==> src/rtl/mcycle_unit.sv <==
// Iterative multiply/divide unit for the Execute stage: shift-add multiply and
// restoring divide, one bit per cycle, with sign fix-up applied on completion.
module mcycle_unit #(
    parameter int unsigned WIDTH = 32
) (
    input  logic             CLK,
    input  logic             RESET,
    input  logic             Start,
    input  logic [1:0]       MCycleOp,
    input  logic [WIDTH-1:0] Operand1,
    input  logic [WIDTH-1:0] Operand2,
    output logic [WIDTH-1:0] Result1,
    output logic [WIDTH-1:0] Result2,
    output logic             Busy
);
    localparam int unsigned CW = (WIDTH > 1) ? $clog2(WIDTH) : 1;
    localparam int unsigned AW = 2 * WIDTH;

    typedef enum logic [1:0] {
        IDLE      = 2'd0,
        COMPUTING = 2'd1,
        DONE      = 2'd2
    } state_t;

    state_t           state, state_nxt;
    logic             busy_c, latch_c, step_c, finish_c;
    logic [CW-1:0]    count;
    logic             is_div, neg_q, neg_r;
    logic [WIDTH-1:0] opnd_a;   // multiplicand or divisor magnitude
    logic [WIDTH-1:0] orig_a;   // dividend as latched, for divide-by-zero
    logic [AW-1:0]    acc;      // product, or quotient in the low word
    logic [WIDTH-1:0] rem;

    // Operand magnitudes; unsigned ops (MCycleOp[0]=1) never negate
    logic             sign1, sign2;
    logic [WIDTH-1:0] mag1, mag2;
    assign sign1 = ~MCycleOp[0] & Operand1[WIDTH-1];
    assign sign2 = ~MCycleOp[0] & Operand2[WIDTH-1];
    assign mag1  = sign1 ? WIDTH'(-Operand1) : Operand1;
    assign mag2  = sign2 ? WIDTH'(-Operand2) : Operand2;

    always_ff @(posedge CLK) begin
        if (RESET) state <= IDLE;
        else       state <= state_nxt;
    end

    always_comb begin
        state_nxt = state;
        busy_c    = 1'b0;
        latch_c   = 1'b0;
        step_c    = 1'b0;
        finish_c  = 1'b0;
        case (state)
            IDLE: begin
                if (Start) begin
                    busy_c    = 1'b1;
                    latch_c   = 1'b1;
                    state_nxt = COMPUTING;
                end
            end
            COMPUTING: begin
                busy_c = 1'b1;
                step_c = 1'b1;
                if (count == CW'(WIDTH - 1)) begin
                    finish_c  = 1'b1;
                    state_nxt = DONE;
                end
            end
            DONE:    state_nxt = IDLE;
            default: state_nxt = IDLE;
        endcase
    end

    assign Busy = busy_c & ~RESET;

    // One shift-add multiply step
    logic [WIDTH:0]  mul_sum;
    logic [AW-1:0]   acc_mul;
    assign mul_sum = {1'b0, acc[AW-1:WIDTH]} + (acc[0] ? {1'b0, opnd_a} : {(WIDTH+1){1'b0}});
    assign acc_mul = {mul_sum, acc[WIDTH-1:1]};

    // One restoring divide step on the WIDTH+1-bit partial remainder
    logic [WIDTH:0]   part_rem, div_diff;
    logic             div_borrow;
    logic [WIDTH-1:0] rem_div;
    logic [AW-1:0]    acc_div;
    assign part_rem                 = {rem, acc[WIDTH-1]};
    assign {div_borrow, div_diff}   = {1'b0, part_rem} - {2'b00, opnd_a};
    assign rem_div = div_borrow ? part_rem[WIDTH-1:0] : div_diff[WIDTH-1:0];
    assign acc_div = {acc[AW-1:WIDTH], acc[WIDTH-2:0], ~div_borrow};

    // Both top bits are zero whenever the remainder stays below the divisor
    logic unused_top;
    assign unused_top = part_rem[WIDTH] ^ div_diff[WIDTH];

    // Final results from the last iteration, sign-corrected
    logic [AW-1:0]    prod_fix;
    logic [WIDTH-1:0] res1_c, res2_c;
    always_comb begin
        prod_fix = neg_q ? AW'(-acc_mul) : acc_mul;
        res1_c   = prod_fix[WIDTH-1:0];
        res2_c   = prod_fix[AW-1:WIDTH];
        if (is_div) begin
            if (opnd_a == '0) begin
                res1_c = '1;
                res2_c = orig_a;
            end else begin
                res1_c = neg_q ? WIDTH'(-acc_div[WIDTH-1:0]) : acc_div[WIDTH-1:0];
                res2_c = neg_r ? WIDTH'(-rem_div) : rem_div;
            end
        end
    end

    always_ff @(posedge CLK) begin
        if (RESET) begin
            count   <= '0;
            is_div  <= 1'b0;
            neg_q   <= 1'b0;
            neg_r   <= 1'b0;
            opnd_a  <= '0;
            orig_a  <= '0;
            acc     <= '0;
            rem     <= '0;
            Result1 <= '0;
            Result2 <= '0;
        end else begin
            if (latch_c) begin
                count  <= '0;
                is_div <= MCycleOp[1];
                neg_q  <= sign1 ^ sign2;
                neg_r  <= sign1;
                opnd_a <= MCycleOp[1] ? mag2 : mag1;
                orig_a <= Operand1;
                acc    <= {{WIDTH{1'b0}}, (MCycleOp[1] ? mag1 : mag2)};
                rem    <= '0;
            end else if (step_c) begin
                count <= count + CW'(1);
                acc   <= is_div ? acc_div : acc_mul;
                rem   <= is_div ? rem_div : rem;
            end
            if (finish_c) begin
                Result1 <= res1_c;
                Result2 <= res2_c;
            end
        end
    end

endmodule

==> config.mk <==
export PLATFORM = sky130hd
export DESIGN_NAME = mcycle_unit
export DESIGN_NICKNAME = d
export VERILOG_FILES = /design/src/rtl/mcycle_unit.sv
export SDC_FILE = /design/constraint.sdc
export NUM_CORES = 1
export LEC_CHECK = 0
export BUFFER_PORTS_ARGS = -buffer_cell sky130_fd_sc_hd__buf_2
export CAP_MARGIN = 20
export CELL_PAD_IN_SITES_DETAIL_PLACEMENT = 2
export CELL_PAD_IN_SITES_GLOBAL_PLACEMENT = 2
export CORE_MARGIN = 2
export CORE_UTILIZATION = 37
export CTS_BUF_LIST = sky130_fd_sc_hd__clkbuf_4 sky130_fd_sc_hd__clkbuf_8
export DETAILED_ROUTE_END_ITERATION = 8
export PLACE_DENSITY_LB_ADDON = 0.1
export SYNTH_ARGS = -nofsm -noshare
export SYNTH_HDL_FRONTEND = slang
export SYNTH_SLANG_ARGS = --single-unit
==> constraint.sdc <==
create_clock -name CLK -period 8 [get_ports CLK]
set_input_delay 1.6 -clock CLK [delete_from_list [all_inputs] [get_ports CLK]]
set_output_delay 1.6 -clock CLK [all_outputs]
set_load 0.03 [all_outputs]
=== Word level (Yosys, flattened, before mapping) ===
Index checks and enable logic that the tools add are counted.

* Mux-type cells: 25
* Equality and inequality tests: 4
* Reductions and logical operators: 7
* Bitwise gates (word level): 8
* $add $sub $neg: 8

{| class="wikitable"
|+ Operators with widths
! operator !! count
|-
| $mux 32 || 15
|-
| $neg 32->32 || 4
|-
| $mux 64 || 1
|-
| $neg 64->64 || 1
|-
| $sub 33x32->34 || 1
|-
| $add 32x32->33 || 1
|-
| $logic_not 32->1 || 1
|-
| $reduce_and 2->1 || 3
|-
| $add 5x1->5 const B || 1
|-
| $eq 5x5->1 const B || 1
|-
| $mux 1 || 5
|-
| $mux 2 || 2
|-
| $ne 2x2->1 const B || 2
|-
| $not 1->1 || 4
|-
| $pmux 2 s2 || 1
|-
| $and 1x1->1 || 3
|-
| $eq 2x1->1 const B || 1
|-
| $logic_not 2->1 || 1
|-
| $pmux 1 s2 || 1
|-
| $reduce_bool 2->1 || 1
|-
| $reduce_or 2->1 || 1
|-
| $xor 1x1->1 || 1
|}

* Register bits: 234
* Logic and storage cells: 64
* Output and inout port bits: 65
* Input bits: 69

=== Logic depth before layout (Yosys ltp) ===
* Depth in word-level cells: 6
* Gate-level depth with buffers: 26
* Gate-level depth less buffers: 20

=== Worst setup path after synthesis ===
OpenSTA, ideal clock, no wires.

* Path type: reg-to-reg
* Start: reg opnd_a[6]
* End: reg Result2[30]
* Slack: 1.768 ns
* Cell stages (with the launch flop): 27
* Data arrival time: 6.116 ns
* Clock period less this slack: 6.232 ns
* Path through: dfxtp_1 -> inv_1 -> ha_1 -> clkbuf_1 -> a21o_1 -> a31oi_1 -> or2_2 -> a31oi_1 -> or2_2 -> clkbuf_1 -> buf_2 -> buf_1 -> clkbuf_1 -> buf_1 -> nand2_1 -> o21ai_0 -> ha_1 -> nand2_1 -> or3_1 -> nor3_1 -> a41oi_1 -> nor4_1 -> o211ai_1 -> o41ai_1 -> xor2_1 -> o221ai_1 -> nor3b_2

* Cells in the longest elaborated chain, start to end: 6
* Elaborated cells between the ends (all ways): 11
* Those cells by class: add/sub (4); mux (6); reduce/logical (1)

{| class="wikitable"
|+ RTL lines
! item !! line !! source
|-
| start, declared || 29 || <nowiki>logic [WIDTH-1:0] opnd_a;</nowiki>
|-
| start signal, assigned || 132 || <nowiki>opnd_a <= MCycleOp[1] ? mag2 : mag1;</nowiki>
|-
| $sub 33x32->34 || 88 || <nowiki>assign {div_borrow, div_diff} = {1'b0, part_rem} - {2'b00, opnd_a};</nowiki>
|-
| $mux 32 || 89 || <nowiki>assign rem_div = div_borrow ? part_rem[WIDTH-1:0] : div_diff[WIDTH-1:0];</nowiki>
|-
| $neg 32->32 || 109 || <nowiki>res2_c = neg_r ? WIDTH'(-rem_div) : rem_div;</nowiki>
|-
| $mux 32 || 109 ||
|-
| $mux 32 || 104 || <nowiki>if (opnd_a == '0) begin</nowiki>
|-
| $mux 32 * || 103 || <nowiki>if (is_div) begin</nowiki>
|-
| end signal, assigned || 143 || <nowiki>Result2 <= res2_c;</nowiki>
|-
| end, declared || 13 || <nowiki>output logic [WIDTH-1:0] Result2,</nowiki>
|}

Mark *: on every way between the ends. The rest lies on a longest branch, timed or not.
A chain may end at the register's enable or synchronous reset.

=== Worst setup path in the final report ===
* Start: reg opnd_a[24]
* End: reg Result2[30]

The elaborated chain is that of the path after synthesis.

==> reports/summary.log <==
[run_status] run status complete, no violations
[layout] area growth from synthesis to layout 10.1%
[timing] Total Negative Setup Slacks 0 ns
[timing] final count of pins violating max slew 0
[drt] number of design rule violations left after detail routing 0
[grt] routing usage on met1 41.8%
[worst_hold_path] hold_sp Result1[23]$_SDFFE_PP0P_
[synth] register bit total from synthesis 234
[floorplanning] standard cell core area 50000 sq um
[synth] main area contributors after synthesis sky130_fd_sc_hd__dfxtp_1 (25%), sky130_fd_sc_hd__nand2_1 (9.4%), sky130_fd_sc_hd__a21oi_1 (7.4%), sky130_fd_sc_hd__xnor2_1 (7.2%), sky130_fd_sc_hd__o211ai_1 (4.9%)
[synth] primary flip-flop cell chosen by synthesis mapping sky130_fd_sc_hd__dfxtp_1
[synth] cell count after synthesis 2597
[layout] antenna cell count 0
[drt] number of DRC markers in iteration 0 1357
[cts] # resized after CTS 0
[critical_path] R2R depth 20
[critical_path] startpoint of the lowest-slack register-to-register path opnd_a[24]$_SDFFE_PP0P_
[timing] total setup violations reported at the end of the flow 0
[grt] layer with the highest usage after global routing met2
[cts] TritonCTS Buffers 47
[timing] post-route clock skew 0.0392 ns
[floorplanning] Site Rows 82
[run] total of max-cap violations 0
[cts] CTS tree yes
[synth] largest family of logic cells by synthesized area compound AO/OA/AOI/OAI gates
[layout] net total in the final layout 2747
[synth] leading cell type by number of instances after synthesis sky130_fd_sc_hd__nand2_1
[drt] vias post-DR 20000
[cts] number of hold buffers added after cts 0
[drt] drt via density 6.03
[cts] clock transition at the registers of the reported paths 0.06 ns
[pwr] Pwr per Cell Area 182 nW/um^2
[critical_path] capturing point of the worst reg2reg path Result2[30]$_SDFFE_PP0P_
[critical_path] maximum net fanout on the critical path 6
[cts] Max Buffers Root-to-Sink 3
[grt] GR Overflow Total 0
[critical_path] Data required, critical path 8.54 ns
[cts] H-tree lvl count 2
[cts] insertion delay of the later-clocked pin in the worst-skew pair 0.66 ns
[critical_path] register-to-register path setup slack 1.88 ns
[synth] Syn. warnings 0
[grt] largest net degree at the start of global routing 102
[place] number of buffers added on ports 133
[synth] number of nets in the synthesized netlist 2739
[synth] commonest cells in the synthesized netlist sky130_fd_sc_hd__nand2_1 (466), sky130_fd_sc_hd__a21oi_1 (276), sky130_fd_sc_hd__dfxtp_1 (234), sky130_fd_sc_hd__nor2_1 (224), sky130_fd_sc_hd__clkbuf_1 (157)
[grt] vias in the first global route 20600
[critical_path] Critical Path Source Type flip-flop
[floorplanning] number of primary I/O pins 134
[grt] global-route wire length before repair 130 mm
[synth] Synth Area in Compound Gates 27.3%
[floorplanning] x dimension of the die 229 microns
[grt] GR met3 Demand/Resource 4.09%
[pwr] leakage power summed over all cells 7.74 nW
[floorplanning] full die area 52300 sq um
[critical_path] capturing element type of the critical path flip-flop
[worst_hold_path] class of the tightest hold or removal check flip-flop to flip-flop
[floorplanning] effective utilization at floorplan 37.4%
[timing] hold violation count in the final report 0
[floorplanning] Die Span Y 229 microns
[critical_path] kind of critical path flip-flop to flip-flop
[place] cell area after placement 19500 sq um
[worst_hold_path] Hold Path Depth 2
[grt] number of antenna violations at the first check in global routing 2
[timing] setup repair after global routing missed its margin no
[synth] multiplexer fraction of the synthesized cell area 3.42%
[timing] relative slew slack 24.1%
[synth] xor/xnor share of the synthesized area 10.6%
[critical_path] arrival time worst endpoint 6.66 ns
[synth] biggest area consumer among synthesized cells sky130_fd_sc_hd__dfxtp_1
[grt] global-route usage over all layers 32.3%
[synth] cell area after synthesis 18700 sq um
[synth] sequential-to-total area share from yosys stat 25.1%
[worst_hold_path] capture endpoint of the worst hold path Result1[23]$_SDFFE_PP0P_
[timing] Max Clk Rate 163 MHz
[pwr] VDD IR max 0.112 mV
[drt] final wirelength 86.5 mm
[drt] Routed wire per std cell 26.1 microns
[synth] Avg Inst Size Synth 7.20 sq um
[drt] antenna-violating nets left 0
[synth] top cell type's share of synthesized area 25.1%
[synth] area share of and/or/nand/nor cells after synthesis 22.6%
[layout] fraction of final layout cells sized beyond drive strength 1 11.3%
[synth] count of unique library cells instantiated by Yosys 88
[pwr] total power after layout 0.00375 W
[place] routability-driven placement congestion ratio 0.966
[grt] met2 global-route usage 53.5%
[layout] cell area after layout 20600 sq um
[cts] sink count of the clock tree 234
[cts] root buffer cell sky130_fd_sc_hd__clkbuf_8
[timing] ratio of final minimum period to clock period 76.5%
[synth] async set-or-reset flop fraction in the synthesized netlist 0%
[cts] number of buffers inserted to repair setup after CTS 0
[synth] Adder-Cell Fraction of Synth Area 4.97%
[timing] Min Clock Period, post-route 6.12 ns
[drt] detailed-routing iteration count for the pre-antenna-repair pass 5
[synth] number of enable flip-flop cells after synthesis 0
[timing] worst slew pin tran 1.12 ns
[place] placed wire-length estimate 66.0 mm
-- critical path, stage by stage (launching register included) --
cell and delay [ns]:
sky130_fd_sc_hd__dfxtp_1 0.37, sky130_fd_sc_hd__inv_1 0.08, sky130_fd_sc_hd__ha_1 0.37, sky130_fd_sc_hd__a21oi_1 0.25, sky130_fd_sc_hd__o21ai_0 0.27, sky130_fd_sc_hd__a211oi_1 0.34
sky130_fd_sc_hd__o31ai_1 0.18, sky130_fd_sc_hd__buf_4 0.20, sky130_fd_sc_hd__or2_2 0.38, sky130_fd_sc_hd__o21ai_0 0.39, sky130_fd_sc_hd__ha_1 0.30, sky130_fd_sc_hd__nand2_1 0.17
sky130_fd_sc_hd__or3_1 0.40, sky130_fd_sc_hd__nor3_1 0.23, sky130_fd_sc_hd__a41oi_1 0.11, sky130_fd_sc_hd__nor4_1 0.59, sky130_fd_sc_hd__o211ai_1 0.34, sky130_fd_sc_hd__o41ai_1 0.51
sky130_fd_sc_hd__xor2_1 0.20, sky130_fd_sc_hd__o221ai_1 0.14, sky130_fd_sc_hd__nor3b_2 0.18
-- worst max-delay path by stage --
stage,from,end,depth (start not counted)
2_1_floorplan,opnd_a[6]$_SDFFE_PP0P_,Result2[30]$_SDFFE_PP0P_,26
3_3_place_gp,acc[0]$_SDFFE_PP0N_,Result2[31]$_SDFFE_PP0P_,16
3_5_place_dp,acc[0]$_SDFFE_PP0N_,Result2[31]$_SDFFE_PP0P_,16
4_1_cts,opnd_a[24]$_SDFFE_PP0P_,Result2[30]$_SDFFE_PP0P_,20
5_1_grt,opnd_a[24]$_SDFFE_PP0P_,Result2[30]$_SDFFE_PP0P_,20
6_report,opnd_a[24]$_SDFFE_PP0P_,Result2[30]$_SDFFE_PP0P_,20
-- area by class of cell --
cell class,instances,area (sq um)
fillers,5940,29400
clock buffers,72,910
multi-input cells,2102,12900
flip-flops and latches,234,4690
inverters,65,244
repair buffers,155,881
well taps,672,841
clock inverters,8,92.6
-- logic make-up (layout without fill, tap and decap cells) --
family / Yosys count / count (layout)
and+or+nand+nor: 942 / 942
DFF: 234 / 234
xor gates and xnor gates: 226 / 226
AOI/OAI and AO/OA: 798 / 798
muxes: 63 / 63
buffers and inverters: 261 / 300
adders and majority gates: 73 / 73
-- through the flow --
stage                     setup WS [ns]  instances  util, %  hold slack [ns]
after detailed placement           2.17       3226     39.1            0.438
after global routing               1.65       3308     41.2            0.467
final                              1.88       3308     41.2            0.444
after floorplan                    1.77       2597        -            0.433
after global placement             2.36       3225     39.0            0.436
after CTS                          2.05       3306     41.1            0.447
-- per-layer routing --
layer,up-vias,share of wire [%]
li1,9252,-
met1,10100,44
met2,458,47
met3,133,4.4
met4,2,5.1
met5,-,0.013
-- registers in the layout (all words and copies together) (netlist names), 2 cells and up --
register / cells
Result2: 32
acc: 64
rem: 32
opnd_a: 32
Result1: 32
count: 5
orig_a: 32
state: 2
-- placed cells by master, fill, tap and decap left out, types with 17 or more instances in the layout --
master,Yosys,layout
sky130_fd_sc_hd__nand2_1,466,464
sky130_fd_sc_hd__a21oi_1,276,276
sky130_fd_sc_hd__dfxtp_1,234,232
sky130_fd_sc_hd__nor2_1,224,220
sky130_fd_sc_hd__xnor2_1,154,154
sky130_fd_sc_hd__o21ai_0,146,146
sky130_fd_sc_hd__buf_2,3,132
sky130_fd_sc_hd__o211ai_1,121,121
sky130_fd_sc_hd__xor2_1,72,72
sky130_fd_sc_hd__ha_1,71,71
sky130_fd_sc_hd__inv_1,63,63
sky130_fd_sc_hd__clkbuf_8,9,59
sky130_fd_sc_hd__mux2i_1,56,56
sky130_fd_sc_hd__a211oi_1,53,53
sky130_fd_sc_hd__nor3_1,44,44
sky130_fd_sc_hd__o221ai_1,32,32
sky130_fd_sc_hd__o31ai_1,29,29
sky130_fd_sc_hd__nor4_1,26,26
sky130_fd_sc_hd__or3_1,23,23
sky130_fd_sc_hd__a21o_1,21,21
sky130_fd_sc_hd__nand3_1,21,21
sky130_fd_sc_hd__or2_2,21,21
sky130_fd_sc_hd__nand4_1,20,20
sky130_fd_sc_hd__buf_4,3,20
sky130_fd_sc_hd__nand2b_1,18,17
-- power breakdown --
group / total [W] / internal, W / switching, W
clock network: 0.00138 / 0.000782 / 0.000596
registers: 0.00129 / 0.00121 / 0.0000785
logic: 0.00108 / 0.000344 / 0.000732
(Power assumes the default switching activity.)
